--- config.mk ---
export PLATFORM = sky130hd
export DESIGN_NAME = tlp_egress_router
export DESIGN_NICKNAME = d
export VERILOG_FILES = /design/src/rtl/tlp_egress_router.sv
export SDC_FILE = /design/constraint.sdc
export NUM_CORES = 1
export LEC_CHECK = 0
export CELL_PAD_IN_SITES_DETAIL_PLACEMENT = 1
export CELL_PAD_IN_SITES_GLOBAL_PLACEMENT = 1
export CORE_ASPECT_RATIO = 1.25
export CORE_UTILIZATION = 32
export CTS_BUF_LIST = sky130_fd_sc_hd__clkbuf_4 sky130_fd_sc_hd__clkbuf_8 sky130_fd_sc_hd__clkbuf_16
export CTS_CLUSTER_DIAMETER = 120
export DETAILED_ROUTE_END_ITERATION = 12
export GPL_ROUTABILITY_DRIVEN = 0
export PLACE_DENSITY = 0.84
export SETUP_SLACK_MARGIN = 0.02
export SYNTH_ARGS = -nofsm -noshare
export SYNTH_HDL_FRONTEND = slang
export SYNTH_SLANG_ARGS = --single-unit
--- constraint.sdc ---
create_clock -name clk -period 2.9 [get_ports clk]
set_input_delay 0.58 -clock clk [delete_from_list [all_inputs] [get_ports clk]]
set_output_delay 0.58 -clock clk [all_outputs]
set_load 0.01 [all_outputs]
--- src/rtl/tlp_egress_router.sv ---
// Routes one TLP at a time (header DWs, then payload DWs) onto one of NUM_LINKS egress links.
// Define TLP_EGRESS_DROP_CNT_EN to build the saturating dropped-TLP counter; otherwise drop_cnt is 0.

module tlp_egress_router #(
  parameter int NUM_LINKS  = 4,
  parameter int HDR_DWORDS = 3,
  parameter int LEN_WIDTH  = 10
) (
  input  logic                     clk,
  input  logic                     rst,
  input  logic                     hdr_valid,
  output logic                     hdr_ready,
  input  logic [HDR_DWORDS*32-1:0] hdr_data,
  input  logic [3:0]               hdr_dest,
  input  logic                     pld_valid,
  output logic                     pld_ready,
  input  logic [31:0]              pld_data,
  output logic [NUM_LINKS-1:0]     out_valid,
  input  logic [NUM_LINKS-1:0]     out_ready,
  output logic [NUM_LINKS*40-1:0]  out_data,
  output logic                     busy,
  output logic [15:0]              drop_cnt
);

  // state | meaning
  // IDLE  | waiting for a header; hdr_ready high
  // HDR   | presenting header DWs on the selected link
  // PLD   | forwarding payload DWs; waits for the EOP word to drain
  // DROP  | destination out of range; payload swallowed, nothing emitted

  localparam int CW = LEN_WIDTH + 1;

  typedef enum logic [1:0] {S_IDLE, S_HDR, S_PLD, S_DROP} state_t;

  state_t                  r_state;
  logic [HDR_DWORDS*32-1:0] r_hdr;
  logic [3:0]              r_dest;
  logic [1:0]              r_hdr_idx;
  logic [CW-1:0]           r_rem;
  logic                    r_out_valid;
  logic [39:0]             r_out_word;
  logic                    r_hdr_ready;

  logic                    w_dest_ready;
  logic                    w_xfer;
  logic                    w_hdr_fire;
  logic                    w_pld_ready;
  logic                    w_pld_fire;
  logic [CW-1:0]           w_in_count;
  logic                    w_dest_ok;
  logic                    w_last_hdr;
  logic [1:0]              w_next_idx;
  logic [31:0]             w_next_hdr_dw;
  logic                    w_drop_done;

  function automatic logic [39:0] mk_word(input logic sop, input logic eop,
                                          input logic [3:0] dest, input logic [31:0] dw);
    return {sop, eop, 2'b00, dest, dw};
  endfunction

  always_comb begin
    w_dest_ready = 1'b0;
    for (int i = 0; i < NUM_LINKS; i++) begin
      if (r_dest == 4'(i)) w_dest_ready = out_ready[i];
    end
  end

  // Length 0 with has-payload set means the maximum, 2**LEN_WIDTH DWs.
  always_comb begin
    w_in_count = '0;
    if (hdr_data[30]) begin
      if (hdr_data[LEN_WIDTH-1:0] == '0) w_in_count = {1'b1, {LEN_WIDTH{1'b0}}};
      else                               w_in_count = {1'b0, hdr_data[LEN_WIDTH-1:0]};
    end
  end

  assign w_next_idx = r_hdr_idx + 2'd1;

  always_comb begin
    w_next_hdr_dw = '0;
    for (int k = 0; k < HDR_DWORDS; k++) begin
      if (w_next_idx == 2'(k)) w_next_hdr_dw = r_hdr[32*k +: 32];
    end
  end

  always_comb begin
    w_pld_ready = 1'b0;
    case (r_state)
      S_PLD:   w_pld_ready = (r_rem != '0) && (!r_out_valid || w_dest_ready);
      S_DROP:  w_pld_ready = (r_rem != '0);
      default: w_pld_ready = 1'b0;
    endcase
  end

  assign w_xfer      = r_out_valid && w_dest_ready;
  assign w_hdr_fire  = hdr_valid && r_hdr_ready;
  assign w_pld_fire  = pld_valid && w_pld_ready;
  assign w_dest_ok   = ({1'b0, hdr_dest} < 5'(NUM_LINKS));
  assign w_last_hdr  = (r_hdr_idx == 2'(HDR_DWORDS - 1));
  assign w_drop_done = (r_state == S_DROP) &&
                       ((r_rem == '0) || (w_pld_fire && (r_rem == CW'(1))));

  always_ff @(posedge clk) begin
    if (rst) begin
      r_state     <= S_IDLE;
      r_hdr       <= '0;
      r_dest      <= '0;
      r_hdr_idx   <= '0;
      r_rem       <= '0;
      r_out_valid <= 1'b0;
      r_out_word  <= '0;
      r_hdr_ready <= 1'b0;
    end else begin
      case (r_state)
        S_IDLE: begin
          r_hdr_ready <= 1'b1;
          if (w_hdr_fire) begin
            r_hdr       <= hdr_data;
            r_dest      <= hdr_dest;
            r_rem       <= w_in_count;
            r_hdr_idx   <= '0;
            r_hdr_ready <= 1'b0;
            if (w_dest_ok) begin
              r_state     <= S_HDR;
              r_out_valid <= 1'b1;
              r_out_word  <= mk_word(1'b1, 1'b0, hdr_dest, hdr_data[31:0]);
            end else begin
              r_state <= S_DROP;
            end
          end
        end

        S_HDR: begin
          if (w_xfer) begin
            if (w_last_hdr) begin
              r_out_valid <= 1'b0;
              r_out_word  <= '0;
              if (r_rem == '0) begin
                r_state     <= S_IDLE;
                r_hdr_ready <= 1'b1;
              end else begin
                r_state <= S_PLD;
              end
            end else begin
              r_hdr_idx  <= w_next_idx;
              r_out_word <= mk_word(1'b0,
                                    (w_next_idx == 2'(HDR_DWORDS - 1)) && (r_rem == '0),
                                    r_dest, w_next_hdr_dw);
            end
          end
        end

        // The final DW is accepted with r_rem going to 0; the state is left only once it drains.
        S_PLD: begin
          if (w_pld_fire) begin
            r_out_valid <= 1'b1;
            r_out_word  <= mk_word(1'b0, (r_rem == CW'(1)), r_dest, pld_data);
            r_rem       <= r_rem - CW'(1);
          end else if (w_xfer) begin
            r_out_valid <= 1'b0;
            r_out_word  <= '0;
            if (r_rem == '0) begin
              r_state     <= S_IDLE;
              r_hdr_ready <= 1'b1;
            end
          end
        end

        S_DROP: begin
          if (w_pld_fire) r_rem <= r_rem - CW'(1);
          if (w_drop_done) begin
            r_state     <= S_IDLE;
            r_hdr_ready <= 1'b1;
          end
        end

        default: r_state <= S_IDLE;
      endcase
    end
  end

  for (genvar i = 0; i < NUM_LINKS; i++) begin : g_link
    assign out_valid[i]         = r_out_valid && (r_dest == 4'(i));
    assign out_data[40*i +: 40] = out_valid[i] ? r_out_word : 40'h0;
  end

  assign hdr_ready = r_hdr_ready;
  assign pld_ready = w_pld_ready;
  assign busy      = (r_state != S_IDLE);

`ifdef TLP_EGRESS_DROP_CNT_EN
  logic [15:0] r_drop_cnt;

  always_ff @(posedge clk) begin
    if (rst) begin
      r_drop_cnt <= '0;
    end else if (w_drop_done && (r_drop_cnt != 16'hFFFF)) begin
      r_drop_cnt <= r_drop_cnt + 16'd1;
    end
  end

  assign drop_cnt = r_drop_cnt;
`else
  assign drop_cnt = 16'h0000;
`endif

endmodule
# After elaboration in Yosys (flattened, before gate mapping)
# Index checks and enable logic that the tools add are counted.
[totals]
ff_bits = 157
in_bits = 140
output_inout_bits = 183
elab_cells = 117
[op_classes]
add_sub_neg = 2
magnitude_cmp = 1
n_eq_ne = 21
mux = 53
n_reduce_logical = 32
[ops]
columns = ["cell", "n"]
rows = [
  ["$mux W40", 9],
  ["$pmux W40 S3", 1],
  ["$mux W32", 3],
  ["$mux W11", 4],
  ["$mux W39", 1],
  ["$mux W2", 12],
  ["$pmux W11 S2", 1],
  ["$ne A2 B2 Y1 const B", 9],
  ["$mux W1", 17],
  ["$eq A11 B1 Y1 const B", 1],
  ["$logic_and A1 B1 Y1", 11],
  ["$logic_not A11 Y1", 1],
  ["$reduce_bool A11 Y1", 1],
  ["$sub A11 B1 Y11 const B", 1],
  ["$logic_not A10 Y1", 1],
  ["$reduce_and A5 Y1", 2],
  ["$eq A2 B2 Y1 const B", 4],
  ["$eq A4 B2 Y1 const B", 2],
  ["$pmux W2 S4", 1],
  ["$reduce_and A7 Y1", 1],
  ["$reduce_and A6 Y1", 1],
  ["$reduce_bool A2 Y1", 3],
  ["$eq A2 B1 Y1 const B", 2],
  ["$eq A4 B1 Y1 const B", 1],
  ["other kinds (17)", 19],
]

# Logic depth before layout (Yosys ltp)
[depth]
depth_word = 14
mapped_depth = 10
mapped_depth_nobuf = 7

# Worst setup path before layout
# No wires, ideal clock.
[synth_path]
path_type = "register -> register"
startpoint = "register r_rem[2]"
endpoint = "register r_out_word[31]"
setup_time_ns = 0.086
t_arrival_ns = 2.300
t_required_ns = 2.814
path_slack_ns = 0.513
path_stages_with_launch = 8
path_buffers = 2
period_less_slack_ns = 2.387
cell_sequence = "dfxtp_1 > or4_1 > buf_2 > or4_4 > a31oi_4 > o21ai_4 > buf_6 > a221oi_2"
[synth_via]
elab_chain_len = 6
elab_cells_between_ends = 8
cone_classes = "eq/ne: 1; mux: 3; reduce/logical: 4"
[synth_lines]
columns = ["element", "line_no", "text"]
rows = [
  ["start, declared", "39", "logic [CW-1:0] r_rem;"],
  ["start signal, assigned", "120", "r_rem <= w_in_count;"],
  ["start signal, assigned", "158", "r_rem <= r_rem - CW'(1);"],
  ["start signal, assigned", "170", "if (w_pld_fire) r_rem <= r_rem - CW'(1);"],
  ["$reduce_bool A11 Y1 *", "89, 90", ""],
  ["$logic_and A1 B1 Y1", "89", "S_PLD: w_pld_ready = (r_rem != '0) && (!r_out_valid || w_dest_ready);"],
  ["$pmux W1 S2 *", "88", "case (r_state)"],
  ["$logic_and A1 B1 Y1 *", "97", "assign w_pld_fire = pld_valid && w_pld_ready;"],
  ["$ne A3 B3 Y1 (no line) / $mux W40 (equally long branches)", "-", ""],
  ["$reduce_and A5 Y1 (no line) / $pmux W40 S3 (equally long branches)", "-", ""],
  ["end signal, assigned", "126", "r_out_word <= mk_word(1'b1, 1'b0, hdr_dest, hdr_data[31:0]);"],
  ["end signal, assigned", "146", "r_out_word <= mk_word(1'b0,"],
  ["end signal, assigned", "157", "r_out_word <= mk_word(1'b0, (r_rem == CW'(1)), r_dest, pld_data);"],
  ["end, declared", "41", "logic [39:0] r_out_word;"],
]
# Every way passes the cells marked *; elsewhere a longest branch is shown, timed or not.
# A chain may end at the register's enable or synchronous reset.

# Worst setup path after layout
[layout_path]
startpoint = "register r_out_valid"
endpoint = "output out_data[129]"
[layout_via]
elab_chain_len = 2
[layout_lines]
columns = ["element", "line_no", "text"]
rows = [
  ["start, declared", "40", "logic r_out_valid;"],
  ["start signal, assigned", "110", "r_out_valid <= 1'b0;"],
  ["start signal, assigned", "125", "r_out_valid <= 1'b1;"],
  ["start signal, assigned", "136", "r_out_valid <= 1'b0;"],
  ["$logic_and A1 B1 Y1", "183", "assign out_valid[i] = r_out_valid && (r_dest == 4'(i));"],
  ["$mux W40", "184", "assign out_data[40*i +: 40] = out_valid[i] ? r_out_word : 40'h0;"],
  ["end, declared", "20", "output logic [NUM_LINKS*40-1:0] out_data,"],
]
# No other way between the ends.

==> results_dict.tcl <==
set metrics [dict create \
    status "finished, final reports clean" \
    ir_worst_vdd_mv 0.396 \
    powerDensity_nw_per_um2 656 \
    seq_area_sq_um 3110 \
    clk-insertion-delay-late_ns 0.43 \
    die_y_microns 189 \
    syn_area_sq_um 8950 \
    skew_ns 0.0113 \
    hold_class "register to register" \
    synth_async_sr_flop_share 0 \
    grt_pass1_vias 9880 \
    synth_area_leaders "dfxtp_1 35%, nand2_1 11%, and2_1 10%, a21oi_1 10%, a221oi_2 5.0%" \
    io_pins 323 \
    path_cells "nor3b_4 > and3_4 > clkbuf_16 > and2_1 > clkdlybuf4s50_1" \
    path_class "register to primary output" \
    ant_nets 0 \
    fp-row-count 68 \
    yosys.area.top_type_share 0.347 \
    cp-end-kind "primary output" \
    die_w_microns 152 \
    period_share 0.985 \
    drc 0 \
    drt_pass1_iterations 4 \
    grt_usage 0.256 \
    antenna_found_initial 2 \
    cts_buffers 17 \
    initialDrtViolationCount 538 \
    cp-start-kind "register" \
    numClockSinks 155 \
    vias 9863 \
    ys_warn_count 0 \
    root_buffer "clkbuf_16" \
    cp_top_family "buffers and inverters" \
    via_per_inst 5.43 \
    maxSlewViolCount 0 \
    synth_edf_count 0 \
    start_util 0.325 \
    rsz0062_at_grt "yes" \
    grt_first_pass_wirelength_microns 56400 \
    fin_util 0.479 \
    period_needed_ns 2.86 \
    clk_pin_slew_ns 0.07 \
    worstReg2RegStart "r_rem[3]" \
    cts.path.max_buffers 2 \
    dpl.hpwl_microns 25700 \
    path_buf_inv 2 \
    dieArea_sq_um 28600 \
    drv_cap 0 \
    place_ws_ns 0.0371 \
    ctsHoldBuffers 0 \
    setup_viol 0 \
    fin_setup_tns_ns 0 \
    r2r_cells 7 \
    worstPathRequired_ns 2.32 \
    cpPeakStageDelay_ns 0.53 \
    synth_cells 1193 \
    cp_slowest_cell "clkdlybuf4s50_1" \
    multi_input_area_sq_um 5390 \
    yosys.area.top_type "dfxtp_1" \
    wl_per_cell_microns 20.9 \
    crit_start "r_out_valid" \
    max_slew_margin 0.584 \
    areaGrowthSynthToFinish_pct 47.7 \
    clock.fmax_mhz 350 \
    portBuffers 298 \
    fp.coreArea_sq_um 27600 \
    syn_avg_cell_area_sq_um 7.50 \
    grt_max_degree 101 \
    leakagePower_nw 5.52 \
    critical_path_arrival_ns 2.28 \
    cts_tree "yes" \
    fillers 3299 \
    regToRegSetupSlack_ns 0.19 \
    hold_viol_final 0 \
    cts_max_level 4 \
    synth-seq-cells 155 \
    nNetsFinal 1604 \
    worst_pin_slew_ns 0.624 \
    diodes 0 \
    worstPathMaxFanout 14 \
    synth-main-ff-cell "dfxtp_1" \
    r2r_end "r_out_word[1]" \
    setup_slack_ns 0.0446 \
    worstHoldStart "r_hdr[13]" \
    drive_above_1_share 0.102 \
    wl_microns 38000 \
    synth_cell_types 63 \
    grt_overflow 0 \
    whs_endpoint "r_hdr[13]" \
    synth-seq-area-share 0.347 \
    min_path_cells 2 \
]
-- registers in the layout, indices dropped and copies added, names as in the netlist --
register	flops
r_dest	4
r_out_word	38
r_rem	11
hdr_ready	1
r_state	2
r_hdr	96
r_out_valid	1
r_hdr_idx	2
-- how the worst max path moves through the flow --
stage                           to  slack (ns)  depth (start not counted)
floorplan           r_out_word[31]        0.51                          7
CTS                   out_data[78]       -0.02                          6
global placement    r_out_word[18]        0.15                          7
detailed placement  r_out_word[28]        0.04                          7
finish               out_data[129]        0.04                          5
global route         out_data[144]       -0.02                          5
-- synth_stat cells (2+ instances only) --
cell type / n
mux2i_1: 5
nand3_1: 7
a31oi_1: 3
buf_2: 4
a221oi_2: 30
nor3b_1: 4
nor2_1: 52
o31a_1: 2
and3_1: 4
and2_1: 150
a21oi_1: 184
o41ai_1: 2
a22oi_1: 32
a221o_1: 2
and3b_1: 32
nor4_1: 8
a311oi_1: 2
o21ai_0: 49
nand4_1: 2
nor2b_1: 4
nand2_1: 255
o221a_2: 2
nand2b_1: 2
a221oi_1: 2
clkbuf_1: 91
buf_4: 24
ha_1: 10
a211oi_1: 3
a32o_1: 2
o32ai_2: 2
or4_1: 2
buf_6: 6
o221ai_1: 2
nor3_1: 14
inv_1: 13
dfxtp_1: 155
a31o_2: 4
-- cell type report --
| cell class | count | share of cell area |
|---|---|---|
| clock buffer | 18 | 0.0332 |
| clock inverter | 13 | 0.0117 |
| inverter | 13 | 0.00369 |
| multi-input combinational | 922 | 0.408 |
| sequential | 155 | 0.235 |
| tap | 350 | 0.0331 |
| timing repair buffer | 345 | 0.275 |
-- through the flow --
step	area [sq um]	total power (W)	hold WS, ns	std cells
detailed placement	12300	0.00614	0.446	1774
finish	13200	0.00867	0.453	1816
global route	13200	0.00912	0.471	1816
floorplan	9030	0.00485	0.432	1216
CTS	13000	0.00858	0.455	1809
global placement	12300	0.00600	0.438	1774
-- worst reg2reg max path: stages (launching register included) --
cell,delay (ns)
dfxtp_1,0.35
or4_4,0.59
buf_4,0.17
or4_4,0.53
a31oi_4,0.36
o21ai_4,0.11
buf_12,0.19
a221oi_1,0.32
-- cell families after synthesis --
| kind of cell | Yosys count | share of synthesized area |
|---|---|---|
| muxes | 6 | 0.00811 |
| DFF | 155 | 0.347 |
| other | 1 | 0.000419 |
| adders and majority gates | 10 | 0.0140 |
| and+or+nand+nor | 546 | 0.306 |
| buffers and inverters | 139 | 0.0740 |
| AOI/OAI and AO/OA | 336 | 0.251 |
-- placed cells by master (no fill, tap or decap), drive strengths merged, types with 5 or more instances in the layout --
cell,n
clkbuf,20
o21ai,50
nor4,9
buf,46
a21oi,184
and3b,32
conb,24
dfxtp,155
nand3,7
dlymetal6s2s,40
nor3,14
dlygate4sd2,11
clkdlybuf4s50,246
nand2,255
ha,10
a22oi,32
and2,150
inv,20
mux2i,5
a221oi,32
nor2,53
-- power breakdown --
part	total (W)	leakage [nW]	internal (W)	switching (W)
clock network	0.00230	0.288	0.00131	0.000988
registers	0.00304	1.26	0.00254	0.000496
logic	0.00333	3.97	0.00132	0.00201
total	0.00867	5.52	0.00518	0.00349
-- routing by layer --
layer / wire [microns] / global-route usage
met1: 15500 / 0.300
met2: 19400 / 0.455
met3: 1700 / 0.0405
met4: 1370 / 0.112
met5: 0 / 0
-- timing repair --
action                                  CTS  global route
cloned                                    1             2
endpoints found under the setup margin  142           123
pin swaps                                 3             4
resized for setup                        28            50
setup buffers                             3             5
Power figures use the tool's default switching activity.
